[src/rtl/crypto1_rollback.sv]
// Crypto1 48-bit LFSR rollback engine: undoes STEPS forward LFSR steps, one per clock.
// Optional macro CRYPTO1_ROLLBACK_INPUT_EN adds the INBITS port that feeds per-step input bits into the feedback.
module crypto1_rollback #(
    parameter int STEP_W = 6
) (
    input  logic              CLK,
    input  logic              RESET,
    input  logic              IN_VALID,
    output logic              IN_READY,
    input  logic [47:0]       STATE,
    input  logic [STEP_W-1:0] STEPS,
`ifdef CRYPTO1_ROLLBACK_INPUT_EN
    input  logic [2**STEP_W-1:0] INBITS,
`endif
    output logic              OUT_VALID,
    input  logic              OUT_READY,
    output logic [47:0]       KEY,
    output logic              BUSY
);

    typedef enum logic [1:0] {
        IDLE = 2'd0,
        ROLL = 2'd1,
        HOLD = 2'd2
    } state_t;

    localparam logic [STEP_W-1:0] ONE = {{(STEP_W-1){1'b0}}, 1'b1};

    state_t            r_state;
    state_t            w_next;
    logic [47:0]       r_work;
    logic [STEP_W-1:0] r_count;
    logic              w_accept;
    logic              w_b0;
    logic [47:0]       w_back;

`ifdef CRYPTO1_ROLLBACK_INPUT_EN
    logic [2**STEP_W-1:0] r_inbits;
    logic [STEP_W-1:0]    w_idx;

    assign w_idx = r_count - ONE;
`endif

    // Recovered oldest bit: forward feedback taps shifted down by one, since the
    // register has already moved every surviving bit one place toward bit 0.
    always_comb begin
        w_b0 = r_work[47]
             ^ r_work[4]  ^ r_work[8]  ^ r_work[9]  ^ r_work[11]
             ^ r_work[13] ^ r_work[14] ^ r_work[16] ^ r_work[18]
             ^ r_work[23] ^ r_work[24] ^ r_work[26] ^ r_work[28]
             ^ r_work[34] ^ r_work[38] ^ r_work[40] ^ r_work[41]
             ^ r_work[42];
`ifdef CRYPTO1_ROLLBACK_INPUT_EN
        w_b0 = w_b0 ^ r_inbits[w_idx];
`endif
        w_back = {r_work[46:0], w_b0};
    end

    assign w_accept = IN_VALID && IN_READY;

    always_comb begin
        w_next    = r_state;
        IN_READY  = 1'b0;
        OUT_VALID = 1'b0;
        BUSY      = 1'b0;
        unique case (r_state)
            IDLE: begin
                IN_READY = 1'b1;
                if (IN_VALID) begin
                    w_next = (STEPS != '0) ? ROLL : HOLD;
                end
            end
            ROLL: begin
                BUSY = 1'b1;
                if (r_count == ONE) begin
                    w_next = HOLD;
                end
            end
            HOLD: begin
                BUSY      = 1'b1;
                OUT_VALID = 1'b1;
                if (OUT_READY) begin
                    w_next = IDLE;
                end
            end
            default: begin
                w_next = IDLE;
            end
        endcase
    end

    always_ff @(posedge CLK) begin
        if (RESET) begin
            r_state <= IDLE;
            r_work  <= '0;
            r_count <= '0;
`ifdef CRYPTO1_ROLLBACK_INPUT_EN
            r_inbits <= '0;
`endif
        end else begin
            r_state <= w_next;
            if (w_accept) begin
                r_work  <= STATE;
                r_count <= STEPS;
`ifdef CRYPTO1_ROLLBACK_INPUT_EN
                r_inbits <= INBITS;
`endif
            end else if (r_state == ROLL) begin
                r_work  <= w_back;
                r_count <= r_count - ONE;
            end
        end
    end

    assign KEY = r_work;

endmodule

[config.mk]
export PLATFORM = sky130hd
export DESIGN_NAME = crypto1_rollback
export DESIGN_NICKNAME = d
export VERILOG_FILES = /design/src/rtl/crypto1_rollback.sv
export SDC_FILE = /design/constraint.sdc
export NUM_CORES = 1
export LEC_CHECK = 0
export CAP_MARGIN = 20
export CORE_MARGIN = 5
export CORE_UTILIZATION = 47
export CTS_CLUSTER_DIAMETER = 150
export DETAILED_ROUTE_END_ITERATION = 10
export PLACE_DENSITY = 0.86
export SYNTH_ARGS = -nofsm -noshare
export SYNTH_HDL_FRONTEND = slang
export SYNTH_SLANG_ARGS = --single-unit
[constraint.sdc]
create_clock -name CLK -period 2.5 [get_ports CLK]
set_input_delay 0.5 -clock CLK [delete_from_list [all_inputs] [get_ports CLK]]
set_output_delay 0.5 -clock CLK [all_outputs]
set_load 0.1 [all_outputs]
; ---- Word level (Yosys, flattened, before mapping)
; Cells that the tools add are included.
[classes]
add_sub_neg = 1
eq_ne = 6
n_mux = 12
bitwise_logic = 17
n_reduce_logical = 6
[ops]
columns = op, count
row1 = $mux W48, 2
row2 = $xor A1 B1 Y1, 17
row3 = $mux W6, 2
row4 = $mux W2, 4
row5 = $eq A6 B1 Y1 const B, 1
row6 = $ne A2 B2 Y1 const B, 3
row7 = $pmux W2 S3, 1
row8 = $reduce_bool A6 Y1, 1
row9 = $sub A6 B1 Y6 const B, 1
row10 = $mux W1, 3
row11 = $reduce_and A3 Y1, 1
row12 = $eq A2 B1 Y1 const B, 1
row13 = $eq A2 B2 Y1 const B, 1
row14 = $logic_not A2 Y1, 1
row15 = $reduce_bool A2 Y1, 1
row16 = $reduce_or A2 Y1, 1
row17 = $logic_and A1 B1 Y1, 1
[word_totals]
register_bits = 56
out_inout_bits = 51
wordCells = 45

; ---- Depth between registers and ports, before layout
[logic_depth]
depth_word = 19
depth_mapped = 7
depth_no_buf = 6

; ---- Worst setup path after synthesis
; OpenSTA, ideal clock, no wires.
[synth_timing]
path_kind = register -> register
from = register r_state[0]
to = register r_work[17], in the netlist KEY[17]
setup_time_ps = 86
t_arrival_ps = 2159
required_ps = 2414
slack_ps = 255
path_stages_with_launch = 7
period_less_slack_ps = 2245
path_cell_list = dfxtp_1 -> inv_1 -> ha_1 -> nand2_1 -> clkbuf_1 -> clkbuf_1 -> a211oi_1
[synth_between]
elab_chain_len = 4
[synth_lines]
columns = item, line_no
row1 = start: declaration, 29  ; state_t r_state;
row2 = start signal: assignment, 101  ; r_state <= w_next;
row3 = $logic_not A2 Y1 (*), 66  ; unique case (r_state)
row4 = $mux W1 (*), 66
row5 = via IN_READY, 9  ; output logic IN_READY,
row6 = $logic_and A1 B1 Y1 (*), 59  ; assign w_accept = IN_VALID && IN_READY;
row7 = $mux W48 or $reduce_bool A2 Y1 (tied branches), -
row8 = end signal: assignment, 109  ; r_work <= w_back;
row9 = end: declaration, 31  ; logic [47:0] r_work;
; Mark *: on every way through the listed nets, which the timed path passes. The rest lies on a longest branch.
; A chain may end at the register's enable or synchronous reset.

; ---- Worst setup path in the final report
[layout_timing]
from = register r_state[1]
to = output port IN_READY
[layout_between]
elab_chain_len = 2
[layout_lines]
columns = item, line_no
row1 = $logic_not A2 Y1, 66
row2 = $mux W1, 66
row3 = end: declaration, 9
; Every way passes these cells.

==> results.ini <==
[cts]
clkTransAtPathRegs_ns = 0.10
post_cts_buffers = 0
root_buffer = clkbuf_8
ctsResizeCount = 0
holdBufCountCts = 0
numCtsBuffers = 5
cts_sinks = 56
insertion_delay_ns = 0.30
htreeDepth = 2
cts_tree = yes
clk_path_buf_depth = 2

[finish]
num_antenna_cells = 0
multi_input_area_sq_um = 1510
fillers = 463
final_util_pct = 68.8
area_delta_synth_final_pct = 40.3
layout-drive-gt1-share_pct = 17.3
final_nets = 449
regArea_sq_um = 1120

[worst_setup_path]
ff2ff_path_depth = 6
critical_path.max_stage_delay_ns = 0.34
required_ns = 2.00
start_kind = flop
r2r-start = r_state[0]$_SDFFE_PP0P_
cp_slowest_cell = dfxtp_1
crit_chain = inv_1 -> ha_1 -> buf_4
path_class = reg -> out
r2r_slack_ns = 0.83
r2r_end = KEY[24]$_SDFFE_PP0P_
cp_max_fo = 5
cp-end-kind = output port
arrival_ns = 1.41

[placed_design]
hpwl_mm = 5.15
io_buffers = 108
gp_congestion = 0.789

[detailed_routing]
vias = 2425
ant_nets = 0
wl_per_cell_microns = 15.2
drt-pass1-iter-count = 4
drc = 0
wirelength_mm = 6.98
via_per_inst = 5.28
drtIter0Drc = 93

[global_routing]
grt_first_pass_wirelength_mm = 11.4
grt_usage_pct = 18.7
grt_antenna_before_repair = 0
grt_pass1_vias = 2481
grt-ovfl-total = 0
grt_max_degree = 107

[floorplan]
die_h_microns = 86.3
dieWidth_microns = 86.3
io_pins = 109
rows = 27
die-area_sq_um = 7440
core_sq_um = 5570
start_util_pct = 49.0

[sta]
slew_violations = 0
finalCriticalPeriod_ns = 1.91
min_period_over_period_pct = 76.4
finalSetupTns_ns = 0
fmax_ghz = 0.523
hold_viol = 0
clock-skew-final_ns = 0.00792
tightestPinTransition_ns = 0.413
maxSlewHeadroom_pct = 72.5
setup_viol = 0
rsz0062_at_grt = no

[min_path]
hold_path_startpoint = KEY[25]$_SDFFE_PP0P_
hold_class = reg -> reg
min_to = KEY[25]$_SDFFE_PP0P_
hold_depth = 2

[logic_synthesis]
synth_fp_nets = 353
postSynthAreaPerCell_sq_um = 9.43
synth_seq_area_share_pct = 41.0
syn-cell-area_sq_um = 2730
synthCells = 290
ys.warnings.count = 0
yosysUniqueCellTypes = 29
ys_ff_latch = 56

[pwr]
power.density_nw_per_um2 = 1420
power_mw = 5.44
ir_worst_vdd_mv = 0.810
p_leak_nw = 1.48

[outcome]
outcome = completed

[job]
cap_violations = 0

[layer usage]
metal	routed length, microns	up-vias	track usage (%)
met3	431	7	4.18
met5	0	-	0
met4	95	0	5.95
li1	-	1227	-
met2	3490	68	32.4
met1	2960	1123	22.9
[sequential cells by signal (all words and copies together) (netlist names)]
| signal | cells |
|---|---|
| r_state | 2 |
| r_count | 6 |
| KEY | 48 |
[per-stage QoR]
| step | setup WS [ns] | cells | hold WS [ns] | instance area, sq um |
|---|---|---|---|---|
| after floorplan | 0.255 | 290 | 0.482 | 2730 |
| after global placement | 0.684 | 451 | 0.552 | 3740 |
| after detailed placement | 0.619 | 451 | 0.556 | 3740 |
| after CTS | 0.566 | 459 | 0.580 | 3840 |
| after global routing | 0.527 | 459 | 0.607 | 3840 |
| final | 0.589 | 459 | 0.575 | 3840 |
[worst max-delay path, delay by kind of cell (launching register included)]
kind | cells | cell delay [ns]
DFF | 1 | 0.34
buffers and inverters | 2 | 0.47
adders and majority gates | 1 | 0.30
[worst max-delay path by stage]
stage                                  startpoint                    to  slack [ns]  cells past startpoint
after floorplan           r_state[0]$_SDFFE_PP0P_  KEY[17]$_SDFFE_PP0P_        0.26                      6
after global placement                   IN_VALID   KEY[9]$_SDFFE_PP0P_        0.68                      5
after detailed placement                 IN_VALID  KEY[35]$_SDFFE_PP0P_        0.62                      5
after CTS                 r_state[1]$_SDFFE_PP0P_              IN_READY        0.57                      3
after global routing      r_state[1]$_SDFFE_PP0P_              IN_READY        0.53                      3
final                     r_state[1]$_SDFFE_PP0P_              IN_READY        0.59                      3
[cell type report]
cell class | instances | area share, %
inverter | 6 | 0.587
tap | 72 | 2.35
clock buffer | 6 | 2.15
timing repair buffer | 112 | 26.2
multi-input combinational | 205 | 39.3
clock inverter | 2 | 0.261
sequential | 56 | 29.2
[placed cells by master (no fill, tap or decap), types with 3 or more instances in the layout]
cell	count
xor2_1	3
ha_1	4
dfxtp_1	56
buf_4	53
a211oi_1	53
mux2i_1	47
nor2_1	57
clkbuf_8	6
nand2_1	3
clkdlybuf4s50_1	56
inv_1	6
xnor2_1	16
[cell families after synthesis]
logic type	after synthesis	synth area share, %
simple gates	71	10.7
compound gates	61	16.7
flops	56	41.0
mux	47	17.2
buf+inv	29	4.62
xor+xnor	21	7.51
fa+ha+maj	5	2.29
[cell usage after synthesis]
master,number,area [sq um]
xnor3_1,1,22.5
nor2b_1,1,6.26
mux2i_1,47,470
a221o_1,1,10.0
inv_1,6,22.5
and2_1,1,6.26
a32oi_1,1,8.76
o21ai_1,1,5.00
dfxtp_1,56,1120
a21oi_1,2,10.0
a211oi_1,53,398
xnor2_1,16,140
clkbuf_1,15,56.3
nor4b_1,2,17.5
buf_4,4,30.0
a31oi_1,1,6.26
xnor2_2,1,16.3
nor3_1,2,10.0
a41o_1,1,10.0
buf_1,2,7.51
xor2_1,3,26.3
nand4_1,1,6.26
nand3_1,2,10.0
ha_1,5,62.6
nand3b_1,1,7.51
nor2_1,57,214
nand2_1,4,15.0
o211ai_1,1,7.51
buf_2,2,10.0
[where the power goes]
| part | switching [mW] | total (mW) | internal (mW) |
|---|---|---|---|
| combinational | 2.50 | 3.54 | 1.04 |
| clock | 0.281 | 0.503 | 0.222 |
| sequential | 0.252 | 1.40 | 1.15 |
| total | 3.03 | 5.44 | 2.41 |
Note: power is estimated with default switching activity, not from simulation.
